### config.mk
export PLATFORM = sky130hd
export DESIGN_NAME = ctu_cluster_cken_seq
export DESIGN_NICKNAME = d
export VERILOG_FILES = /design/src/rtl/ctu_cluster_cken_seq.sv
export SDC_FILE = /design/constraint.sdc
export NUM_CORES = 1
export LEC_CHECK = 0
export ABC_AREA = 1
export ABC_CLOCK_PERIOD_IN_PS = 2800
export BUFFER_PORTS_ARGS = -buffer_cell sky130_fd_sc_hd__buf_2
export CAP_MARGIN = 30
export CORE_MARGIN = 2
export CORE_UTILIZATION = 35
export CTS_BUF_LIST = sky130_fd_sc_hd__clkbuf_16
export CTS_CLUSTER_DIAMETER = 60
export CTS_CLUSTER_SIZE = 10
export DETAILED_ROUTE_END_ITERATION = 8
export GPL_TIMING_DRIVEN = 0
export PLACE_DENSITY_LB_ADDON = 0.3
export SLEW_MARGIN = 5
export SYNTH_ARGS = -nofsm -noshare
export SYNTH_HDL_FRONTEND = slang
export SYNTH_SLANG_ARGS = --single-unit
### constraint.sdc
create_clock -name gclk -period 2.8 [get_ports gclk]
set_clock_uncertainty 0.2 [all_clocks]
set_input_delay 0.56 -clock gclk [delete_from_list [all_inputs] [get_ports gclk]]
set_output_delay 0.56 -clock gclk [all_outputs]
set_load 0.01 [all_outputs]
### src/rtl/ctu_cluster_cken_seq.sv
// CTU cluster clock-enable / reset sequencer: staggered cken power-on,
// delayed grst_l/gdbginit_l release, and reverse-staggered debug-init cycling.
module ctu_cluster_cken_seq #(
    parameter int NUM_CLUSTERS = 4,
    parameter int STAGGER      = 8,
    parameter int GRST_DLY     = 16,
    parameter int DBG_HOLD     = 32,
    parameter int CNT_W        = 6
) (
    input  logic                    gclk,
    input  logic                    arst_l,
    input  logic                    start,
    input  logic                    dbginit_req,
    input  logic [NUM_CLUSTERS-1:0] cken_mask,
    output logic [NUM_CLUSTERS-1:0] cluster_cken,
    output logic                    grst_l,
    output logic                    gdbginit_l,
    output logic                    ready
);

    localparam logic [2:0] ST_IDLE      = 3'd0;
    localparam logic [2:0] ST_CKEN_ON   = 3'd1;
    localparam logic [2:0] ST_GRST_WAIT = 3'd2;
    localparam logic [2:0] ST_RUN       = 3'd3;
    localparam logic [2:0] ST_CKEN_OFF  = 3'd4;
    localparam logic [2:0] ST_DBG_WAIT  = 3'd5;

    // Reload values are one less than the delay: the step fires on the edge
    // where the counter is already zero.
    localparam logic [CNT_W-1:0] STAG_RLD = CNT_W'(STAGGER - 1);
    localparam logic [CNT_W-1:0] GRST_RLD = CNT_W'(GRST_DLY - 1);
    localparam logic [CNT_W-1:0] DBG_RLD  = CNT_W'(DBG_HOLD - 1);
    localparam logic [CNT_W-1:0] CNT_ONE  = CNT_W'(1);

    logic [2:0]              state;
    logic [CNT_W-1:0]        cnt;
    logic [NUM_CLUSTERS-1:0] mask_q;

    logic [NUM_CLUSTERS-1:0] on_pend;
    logic [NUM_CLUSTERS-1:0] on_pick;
    logic [NUM_CLUSTERS-1:0] off_pick;
    logic                    on_last;
    logic                    off_last;
    logic                    on_found;
    logic                    off_found;

    // Next cluster to enable is the lowest populated one still off; next to
    // disable is the highest one still on.
    always_comb begin
        on_pend   = mask_q & ~cluster_cken;
        on_pick   = '0;
        off_pick  = '0;
        on_found  = 1'b0;
        off_found = 1'b0;
        for (int i = 0; i < NUM_CLUSTERS; i++) begin
            if (on_pend[i] && !on_found) begin
                on_pick[i] = 1'b1;
                on_found   = 1'b1;
            end
        end
        for (int i = NUM_CLUSTERS - 1; i >= 0; i--) begin
            if (cluster_cken[i] && !off_found) begin
                off_pick[i] = 1'b1;
                off_found   = 1'b1;
            end
        end
        on_last  = ((on_pend & ~on_pick) == '0);
        off_last = ((cluster_cken & ~off_pick) == '0);
    end

    always_ff @(posedge gclk or negedge arst_l) begin
        if (!arst_l) begin
            state        <= ST_IDLE;
            cnt          <= '0;
            mask_q       <= '0;
            cluster_cken <= '0;
            grst_l       <= 1'b0;
            gdbginit_l   <= 1'b0;
            ready        <= 1'b0;
        end else begin
            case (state)
                ST_IDLE: begin
                    if (start) begin
                        mask_q <= cken_mask;
                        cnt    <= '0;
                        state  <= ST_CKEN_ON;
                    end
                end
                ST_CKEN_ON: begin
                    if (cnt != '0) begin
                        cnt <= cnt - CNT_ONE;
                    end else begin
                        cluster_cken <= cluster_cken | on_pick;
                        if (on_last) begin
                            cnt   <= GRST_RLD;
                            state <= ST_GRST_WAIT;
                        end else begin
                            cnt <= STAG_RLD;
                        end
                    end
                end
                ST_GRST_WAIT: begin
                    if (cnt != '0) begin
                        cnt <= cnt - CNT_ONE;
                    end else begin
                        grst_l     <= 1'b1;
                        gdbginit_l <= 1'b1;
                        ready      <= 1'b1;
                        state      <= ST_RUN;
                    end
                end
                ST_RUN: begin
                    if (dbginit_req) begin
                        cnt   <= '0;
                        state <= ST_CKEN_OFF;
                    end
                end
                ST_CKEN_OFF: begin
                    if (cnt != '0) begin
                        cnt <= cnt - CNT_ONE;
                    end else begin
                        gdbginit_l   <= 1'b0;
                        ready        <= 1'b0;
                        cluster_cken <= cluster_cken & ~off_pick;
                        if (off_last) begin
                            cnt   <= DBG_RLD;
                            state <= ST_DBG_WAIT;
                        end else begin
                            cnt <= STAG_RLD;
                        end
                    end
                end
                ST_DBG_WAIT: begin
                    // The hold expiry itself performs the first re-enable.
                    if (cnt != '0) begin
                        cnt <= cnt - CNT_ONE;
                    end else begin
                        cluster_cken <= cluster_cken | on_pick;
                        if (on_last) begin
                            cnt   <= GRST_RLD;
                            state <= ST_GRST_WAIT;
                        end else begin
                            cnt   <= STAG_RLD;
                            state <= ST_CKEN_ON;
                        end
                    end
                end
                default: begin
                    state <= ST_IDLE;
                end
            endcase
        end
    end

endmodule

==> impl_results.rst, run 1 <==
.. list-table::
   :header-rows: 1

   * - Metric
     - Value
   * - YS warnings
     - 0
   * - Arrival time of the worst setup path
     - 1900 ps
   * - Cell Area, Synth
     - 1180 sq um
   * - Routed wire length per instance
     - 10.1 um
   * - Rel. slew slack
     - 0.713
   * - Violation count after the first detailed-routing iteration
     - 53
   * - Leakage power summed over all cells
     - 0.819 nW
   * - Sum of routed wire length over all layers
     - 2390 um
   * - CTS max path bufs
     - 2
   * - I/O pin cnt
     - 15
   * - Pwr dens
     - 414 nW/um^2
   * - Worst R2R Start
     - cnt[0]
   * - Number of global-route vias before repair
     - 994
   * - Gp weighted congestion
     - 0.811
   * - Register area share after synthesis
     - 0.404
   * - Flip-flop cell with the highest count after synthesis
     - dfrtp_1
   * - Capturing element of the worst setup path
     - cnt[5]
   * - Top area cells in the synthesized netlist
     - dfrtp_1 40%, nand2_1 17%, inv_1 8.3%
   * - Final critical-path share of the clock period
     - 0.680
   * - Final instance area
     - 1380 sq um
   * - Final setup TNS
     - 0 ps
   * - Synthesis-stage register bit count
     - 19
   * - Postcts setup bufs
     - 0
   * - Leftover overflow at the end of global routing
     - 0
   * - Number of cells traversed by the worst register-to-register path
     - 10
   * - Total core area
     - 3280 sq um
   * - Fraction of post-synthesis cell area in the top cell type by area
     - 0.404
   * - List of most frequent post-synthesis cells
     - 52 x nand2_1, 26 x inv_1, 22 x nor2_1
   * - Worst setup path class
     - flip-flop to flip-flop
   * - Setup crit start kind
     - flip-flop
   * - Number of nets produced by synthesis
     - 181
   * - Placed standard-cell area
     - 1310 sq um
   * - Result of the run
     - completed
   * - Number of nets at the end of the flow
     - 200
   * - CTS tree
     - built
   * - CTS-repair resized insts
     - 0
   * - Clock-pin slew of the registers on the worst-case setup and hold paths
     - 50 ps
   * - Post-synthesis async set-or-reset flop share
     - 1.00
   * - First-pass detailed-route iteration total
     - 4
   * - Global-route wire length before repair
     - 4310 um
   * - Starting density of the core
     - 0.358
   * - Count of hold-fix buffers inserted at cts
     - 0
   * - Worst endpoint required time
     - 2790 ps
   * - Synth-to-Final Area Change
     - 17.5%
   * - Period minus WS final
     - 1910 ps
   * - Type of destination of the critical path
     - flip-flop
   * - Hold Vio Cnt, Final
     - 0
   * - Die ar.
     - 3840 sq um
   * - Final setup vio count
     - 0
   * - Vias per cell
     - 4.58
   * - CTS sink cnt
     - 19
   * - Vias
     - 1080
   * - Root buf cell
     - clkbuf_16
   * - Number of different library cells in the post-synthesis netlist
     - 23
   * - Kind of path behind the tightest hold check
     - primary input to asynchronous set/reset pin
   * - Average size of a mapped cell
     - 6.85 sq um
   * - Startpoint of the most critical setup path
     - cnt[0]
   * - Total count of max-transition violations in the final report
     - 0
   * - Height of the die
     - 62 um
   * - Final core utilization
     - 0.421
   * - Half-perimeter wire length of the detailed placement result
     - 1840 um
   * - Worst hold slack
     - 44.5 ps
   * - Synthesized instance count
     - 172
   * - Number of synthesized flops with an enable pin
     - 0
   * - Number of buffers inserted during clock tree synthesis
     - 3
   * - Number of antenna violations at the first check in global routing
     - 0
   * - Number of H-tree levels
     - 1
   * - Cell Rows
     - 21
   * - Residual antenna-violating net count after detailed routing
     - 0
   * - Final routed DRC violation total
     - 0
   * - Worst slew pin tran
     - 431 ps
   * - Layout cell share with drive strength beyond 1
     - 0.132
   * - Register-to-register path setup slack
     - 890 ps
   * - ANT cells
     - 0
   * - Clock latency reported for the late side of the worst-skew pair
     - 250 ps
   * - Largest net degree at the start of global routing
     - 20
   * - Width of the die
     - 62 um
   * - Maximum vdd ir drop
     - 0.290 mV
   * - Fmax
     - 525 MHz
   * - Reported max-cap violation count
     - 0
   * - Total routing usage reported by global routing
     - 0.153
   * - Peak fanout along the critical path
     - 10
   * - Reg2Reg Capture Point
     - cnt[5]
   * - Post-synth top area cell
     - dfrtp_1
   * - Number of port buffers
     - 14
   * - Unrepaired setup endpoints after global routing
     - false
   * - Most frequent cell after synthesis
     - nand2_1
-- metal layers --
| layer | up-vias | GRT usage | part of all wire | wire length [um] |
|---|---|---|---|---|
| met5 | - | 0 | 0 | 0 |
| met4 | 0 | 0.0912 | 0.022 | 53 |
| met3 | 4 | 0.0311 | 0.047 | 111 |
| met2 | 22 | 0.235 | 0.43 | 1030 |
| met1 | 470 | 0.199 | 0.50 | 1190 |
| li1 | 584 | - | - | - |
-- cells in the final DEF (no fill, tap or decap), types with 3 or more instances in the layout --
cell type	n
nor2_1	22
nand3_1	16
a21oi_1	10
dfrtp_1	19
nand2_1	52
o21bai_1	3
buf_2	14
clkbuf_16	3
o21ai_0	5
inv_1	27
o22ai_1	3
-- power breakdown --
part	switching (W)	internal (W)	total (W)
sequential	0	0.000275	0.000275
clock	0.0000979	0.000190	0.000288
combinational	0.00000647	0.00000370	0.0000102
total	0.000104	0.000468	0.000573
-- worst max-delay path: stages (launching register included) --
cell and delay, ps:
dfrtp_1 360, inv_1 140, ha_1 300, nand4_4 200
nor2_1 160, inv_1 80, nand2_1 130, inv_2 80
o21ai_0 70, nand2_1 70, inv_1 40
-- kinds of logic (layout without fill, tap and decap cells) --
| family | count (synthesis) | after routing | synth area share |
|---|---|---|---|
| flip-flops | 19 | 19 | 0.404 |
| multiplexers | 1 | 1 | 0.00956 |
| AO/OA/AOI/OAI | 23 | 23 | 0.108 |
| adder cells (fa/ha/maj) | 1 | 1 | 0.0106 |
| XOR/XNOR | 1 | 1 | 0.00744 |
| AND/OR/NAND/NOR | 98 | 98 | 0.365 |
| buffers and inverters | 29 | 47 | 0.0956 |
-- cell type report --
cell class | count | area, sq um
fill | 340 | 1900
tap | 46 | 57.6
inverter | 28 | 105
multi-input combinational | 124 | 589
timing repair buffer | 14 | 70.1
sequential | 19 | 475
buffer | 1 | 7.51
clock buffer | 3 | 75.1
clock inverter | 1 | 3.75
-- metrics by stage --
stage,instances,worst slack [ps],power [W]
6_report,236,895,0.000573
5_1_grt,236,648,0.000594
4_1_cts,236,868,0.000584
3_5_place_dp,232,895,0.000290
3_3_place_gp,232,919,0.000290
2_1_floorplan,172,1110,0.000280
-- flip-flops by register name, indices dropped and copies added, names as in the netlist --
name and cells:
state 3, mask_q 4, grst_l 1, cnt 6, ready 1, cluster_cken 4
-- worst min-delay path by stage --
stage,end,startpoint,cells after the start
2_1_floorplan,cluster_cken[0],arst_l,0
3_3_place_gp,grst_l,grst_l,1
3_5_place_dp,grst_l,grst_l,1
4_1_cts,cnt[3],arst_l,1
5_1_grt,cnt[1],arst_l,1
6_report,cnt[3],arst_l,1
Note: power is estimated with default switching activity, not from simulation.
==> run 2: changes to the inputs <==
--- a/config.mk
+++ b/config.mk
@@ -5,8 +5,8 @@
 export SDC_FILE = /design/constraint.sdc
 export NUM_CORES = 1
 export LEC_CHECK = 0
-export ABC_AREA = 1
-export ABC_CLOCK_PERIOD_IN_PS = 2800
+export ABC_AREA = 0
+export ABC_CLOCK_PERIOD_IN_PS = 1700
 export BUFFER_PORTS_ARGS = -buffer_cell sky130_fd_sc_hd__buf_2
 export CAP_MARGIN = 30
 export CORE_MARGIN = 2
==> constraint.sdc (replaced) <==
create_clock -name gclk -period 1.7 [get_ports gclk]
set_clock_uncertainty 0.2 [all_clocks]
set_input_delay 0.34 -clock gclk [delete_from_list [all_inputs] [get_ports gclk]]
set_output_delay 0.34 -clock gclk [all_outputs]
set_load 0.01 [all_outputs]
==> run 2 against run 1 <==
The flow now finishes with violations (setup timing). Clock power rose by 68%. Critical path depth fell by 3. Global-route usage rose by 1.5 points. Sequential power rose to 3.4 times the previous value. Hold slack improved by 72 ps. Final area rose by 26%. Synthesized area rose by 1.1%. Clock-buffer cell count did not move. Sequential cell count did not move. Synthesized cell count fell by 24%. Critical path type unchanged. Largest power group is now combinational cells. Highest routed layer unchanged.
==> impl_results.rst, run 2 <==
.. list-table::
   :header-rows: 1

   * - Metric
     - Value
   * - First-pass detailed-route iteration total
     - 4 (unchanged)
   * - Total routing usage reported by global routing
     - 0.169 (was 0.153)
   * - Violations in the final reports
     - setup timing
   * - Fraction of post-synthesis cell area in the top cell type by area
     - 0.400 (was 0.404)
   * - Type of destination of the critical path
     - flip-flop (unchanged)
   * - Global routing usage on met1
     - 0.218 (was 0.199)
   * - CTS max path bufs
     - 2 (unchanged)
   * - Number of nets at the end of the flow
     - 181 (was 200)
   * - Worst slew pin tran
     - 470 ps (was 431 ps)
   * - Period minus WS final
     - 1960 ps (was 1910 ps)
   * - Rel. slew slack
     - 0.687 (was 0.713)
   * - Reported max-cap violation count
     - 0 (unchanged)
   * - Residual antenna-violating net count after detailed routing
     - 0 (unchanged)
   * - Pwr dens
     - 2280 nW/um^2 (was 414 nW/um^2)
   * - Hold Vio Cnt, Final
     - 0 (unchanged)
   * - Peak fanout along the critical path
     - 4 (was 10)
   * - Final instance area
     - 1750 sq um (was 1380 sq um)
   * - Half-perimeter wire length of the detailed placement result
     - 2000 um (was 1840 um)
   * - Arrival time of the worst setup path
     - 1940 ps (was 1900 ps)
   * - Synthesis-stage register bit count
     - 19 (unchanged)
   * - Register area share after synthesis
     - 0.400 (was 0.404)
   * - Final routed DRC violation total
     - 0 (unchanged)
   * - Cell Count, Final, Fillers Out
     - 217 (was 236)
   * - Unrepaired setup endpoints after global routing
     - true (was false)
   * - Total core area
     - 3310 sq um (was 3280 sq um)
   * - Area taken by flip-flops and latches
     - 478 sq um (was 475 sq um)
   * - Result of the run
     - finished, violations left (was completed)
   * - Leakage power summed over all cells
     - 0.771 nW (was 0.819 nW)
   * - Leftover overflow at the end of global routing
     - 0 (unchanged)
   * - Post-synthesis async set-or-reset flop share
     - 1.00 (unchanged)
   * - Height of the die
     - 62.3 um (was 62 um)
   * - Cell Rows
     - 21 (unchanged)
   * - YS warnings
     - 0 (unchanged)
   * - Met2 usage in global routing
     - 0.277 (was 0.235)
   * - Routed wire length per instance
     - 15.4 um (was 10.1 um)
   * - I/O pin cnt
     - 15 (unchanged)
   * - Register with the most flip-flops
     - cnt (unchanged)
   * - Placed cells
     - 191 (was 232)
   * - Final setup vio count
     - 18 (was 0)
   * - Kind of path behind the tightest hold check
     - primary input to flip-flop (was primary input to asynchronous set/reset pin)
   * - Worst endpoint required time
     - 1690 ps (was 2790 ps)
   * - Number of different library cells in the post-synthesis netlist
     - 49 (was 23)
   * - Worst setup path class
     - flip-flop to flip-flop (unchanged)
   * - Area used by multi-input combinational logic
     - 800 sq um (was 589 sq um)
   * - Most frequent cell after synthesis
     - dfrtp_1 (was nand2_1)
   * - Number of global-route vias before repair
     - 1157 (was 994)
   * - Number of H-tree levels
     - 1 (unchanged)
   * - ANT cells
     - 0 (unchanged)
   * - Clock-pin slew of the registers on the worst-case setup and hold paths
     - 60 ps (was 50 ps)
   * - Top area cells in the synthesized netlist
     - dfrtp_1 40%, nand2_1 4.7%, mux2_2 3.8% (was dfrtp_1 40%, nand2_1 17%, inv_1 8.3%)
   * - Max FFs per register
     - 6 (unchanged)
   * - Final critical-path share of the clock period
     - 1.15 (was 0.680)
   * - Violation count after the first detailed-routing iteration
     - 65 (was 53)
   * - List of most frequent post-synthesis cells
     - 19 x dfrtp_1, 15 x nand2_1, 10 x nor2_1 (was 52 x nand2_1, 26 x inv_1, 22 x nor2_1)
   * - Width of the die
     - 62.3 um (was 62 um)
   * - Cell Area, Synth
     - 1190 sq um (was 1180 sq um)
   * - Number of port buffers
     - 14 (unchanged)
   * - Final setup slack of the worst path
     - -257 ps (was 895 ps)
   * - Global-route track usage on met3
     - 0.0199 (was 0.0311)
   * - Starting density of the core
     - 0.359 (was 0.358)
   * - Busiest metal layer after global routing
     - met2 (unchanged)
   * - Number of buffers inserted during clock tree synthesis
     - 3 (unchanged)
   * - Global-route wire length before repair
     - 5280 um (was 4310 um)
   * - Die ar.
     - 3880 sq um (was 3840 sq um)
   * - Worst hold slack
     - 116 ps (was 44.5 ps)
   * - Synth-to-Final Area Change
     - 47.0% (was 17.5%)
   * - Number of nets produced by synthesis
     - 140 (was 181)
   * - Root buf cell
     - clkbuf_16 (unchanged)
   * - Flip-flop cell with the highest count after synthesis
     - dfrtp_1 (unchanged)
   * - Vias per cell
     - 5.65 (was 4.58)
   * - Fill count
     - 323 (was 340)
   * - Largest net degree at the start of global routing
     - 20 (unchanged)
   * - Most frequent cells in the layout
     - 20 x buf_4, 17 x dfrtp_1, 14 x buf_2 (was 52 x nand2_1, 27 x inv_1, 22 x nor2_1)
   * - Sum of routed wire length over all layers
     - 3350 um (was 2390 um)
   * - Placed standard-cell area
     - 1340 sq um (was 1310 sq um)
   * - Setup crit start kind
     - flip-flop (unchanged)
   * - Most common cell after layout, fill and taps aside
     - buf_4 (was nand2_1)
   * - CTS sink cnt
     - 19 (unchanged)
   * - CTS tree
     - built (unchanged)
   * - Total count of max-transition violations in the final report
     - 0 (unchanged)
   * - Biggest regs
     - cnt x6, cluster_cken x4, mask_q x4 (unchanged)
   * - Synthesized instance count
     - 131 (was 172)
   * - Post-synth top area cell
     - dfrtp_1 (unchanged)
   * - Gp weighted congestion
     - 0.824 (was 0.811)
   * - Average size of a mapped cell
     - 9.08 sq um (was 6.85 sq um)
   * - Clock latency reported for the late side of the worst-skew pair
     - 250 ps (about the same)
   * - Layout cell share with drive strength beyond 1
     - 0.450 (was 0.132)
   * - Maximum vdd ir drop
     - 0.806 mV (was 0.290 mV)
   * - Number of synthesized flops with an enable pin
     - 0 (unchanged)
   * - Fmax
     - 511 MHz (was 525 MHz)
   * - Worst setup timing slack at the placement stage
     - -525 ps (was 895 ps)
   * - Number of antenna violations at the first check in global routing
     - 0 (unchanged)
   * - Vias
     - 1227 (was 1080)
-- run 2: cell types whose count changed in the layout (fill, tap and decap cells not counted), sizes merged, moves of 5 or more --
cell,before,now
nand3,16,5
buf,15,40
nor3,1,6
nor2,24,11
inv,29,7
nand2b,0,5
nand2,52,15
-- run 2: layout make-up --
type                       instances  share of cell area
timing repair buffer              37               0.149
inverter                           6              0.0129
clock buffer                       3              0.0429
tap                               46              0.0329
sequential                        19               0.273
clock inverter                     1             0.00215
buffer                             6              0.0300
multi-input combinational         99               0.457
-- run 2: cells by family (layout without fill, tap and decap cells) --
family,after synthesis,count (layout),share of synthesized area
DFF,19,19,0.400
muxes,4,4,0.0379
buffers and inverters,13,53,0.0526
and+or+nand+nor,52,52,0.230
adders and majority gates,2,2,0.0200
xor gates and xnor gates,2,2,0.0147
AOI/OAI and AO/OA,39,39,0.245
-- run 2: critical path, stage by stage (launching register included) --
cell     delay [ps]
dfrtp_1         390
inv_2            80
ha_4            130
nor3b_4         220
and2_4          210
o32a_4          150
or4b_1          430
nand3_1          90
-- run 2: metrics by stage --
step | total power (W) | util | setup TNS, ps
after floorplan | 0.00218 | - | -1860
after global placement | 0.00253 | 0.405 | -5110
after detailed placement | 0.00259 | 0.405 | -5610
after CTS | 0.00356 | 0.488 | -1950
after global routing | 0.00426 | 0.528 | -3850
final | 0.00398 | 0.528 | -2380
-- run 2: repair_timing --
action / 4_1_cts / 5_1_grt
resized for setup: 27 / 20
hold buffers: 1 / 0
endpoints found under the hold margin: 19 / 0
gates cloned: 0 / 0
setup buffers: 11 / 11
setup endpoints to repair: 18 / 18
pin swaps: 4 / 10
-- run 2: report_power, final --
part           switching, W  internal, W  leakage [nW]  total [W]
logic               0.00126      0.00130         0.501    0.00256
registers          0.000275     0.000662         0.228   0.000937
clock network      0.000172     0.000313        0.0423   0.000485
total               0.00171      0.00227         0.771    0.00398
-- run 2: final timing paths --
path | startpoint | end | slack, ps | depth (start not counted)
setup / recovery | cnt[0] | state[2] | -260 | 7
hold / removal | cken_mask[3] | mask_q[3] | 120 | 2
setup reg to reg | cnt[0] | state[2] | -260 | 7
hold reg to reg | grst_l | grst_l | 250 | 1
max in group asynchronous | arst_l | cluster_cken[1] | 600 | 2
min in group asynchronous | arst_l | ready | 360 | 2
-- run 2: routing by layer --
layer  part of all wire  vias to the layer above
li1                   -                      569
met1               0.43                      609
met2               0.50                       43
met3              0.049                        6
met4              0.019                        0
met5                  0                        -
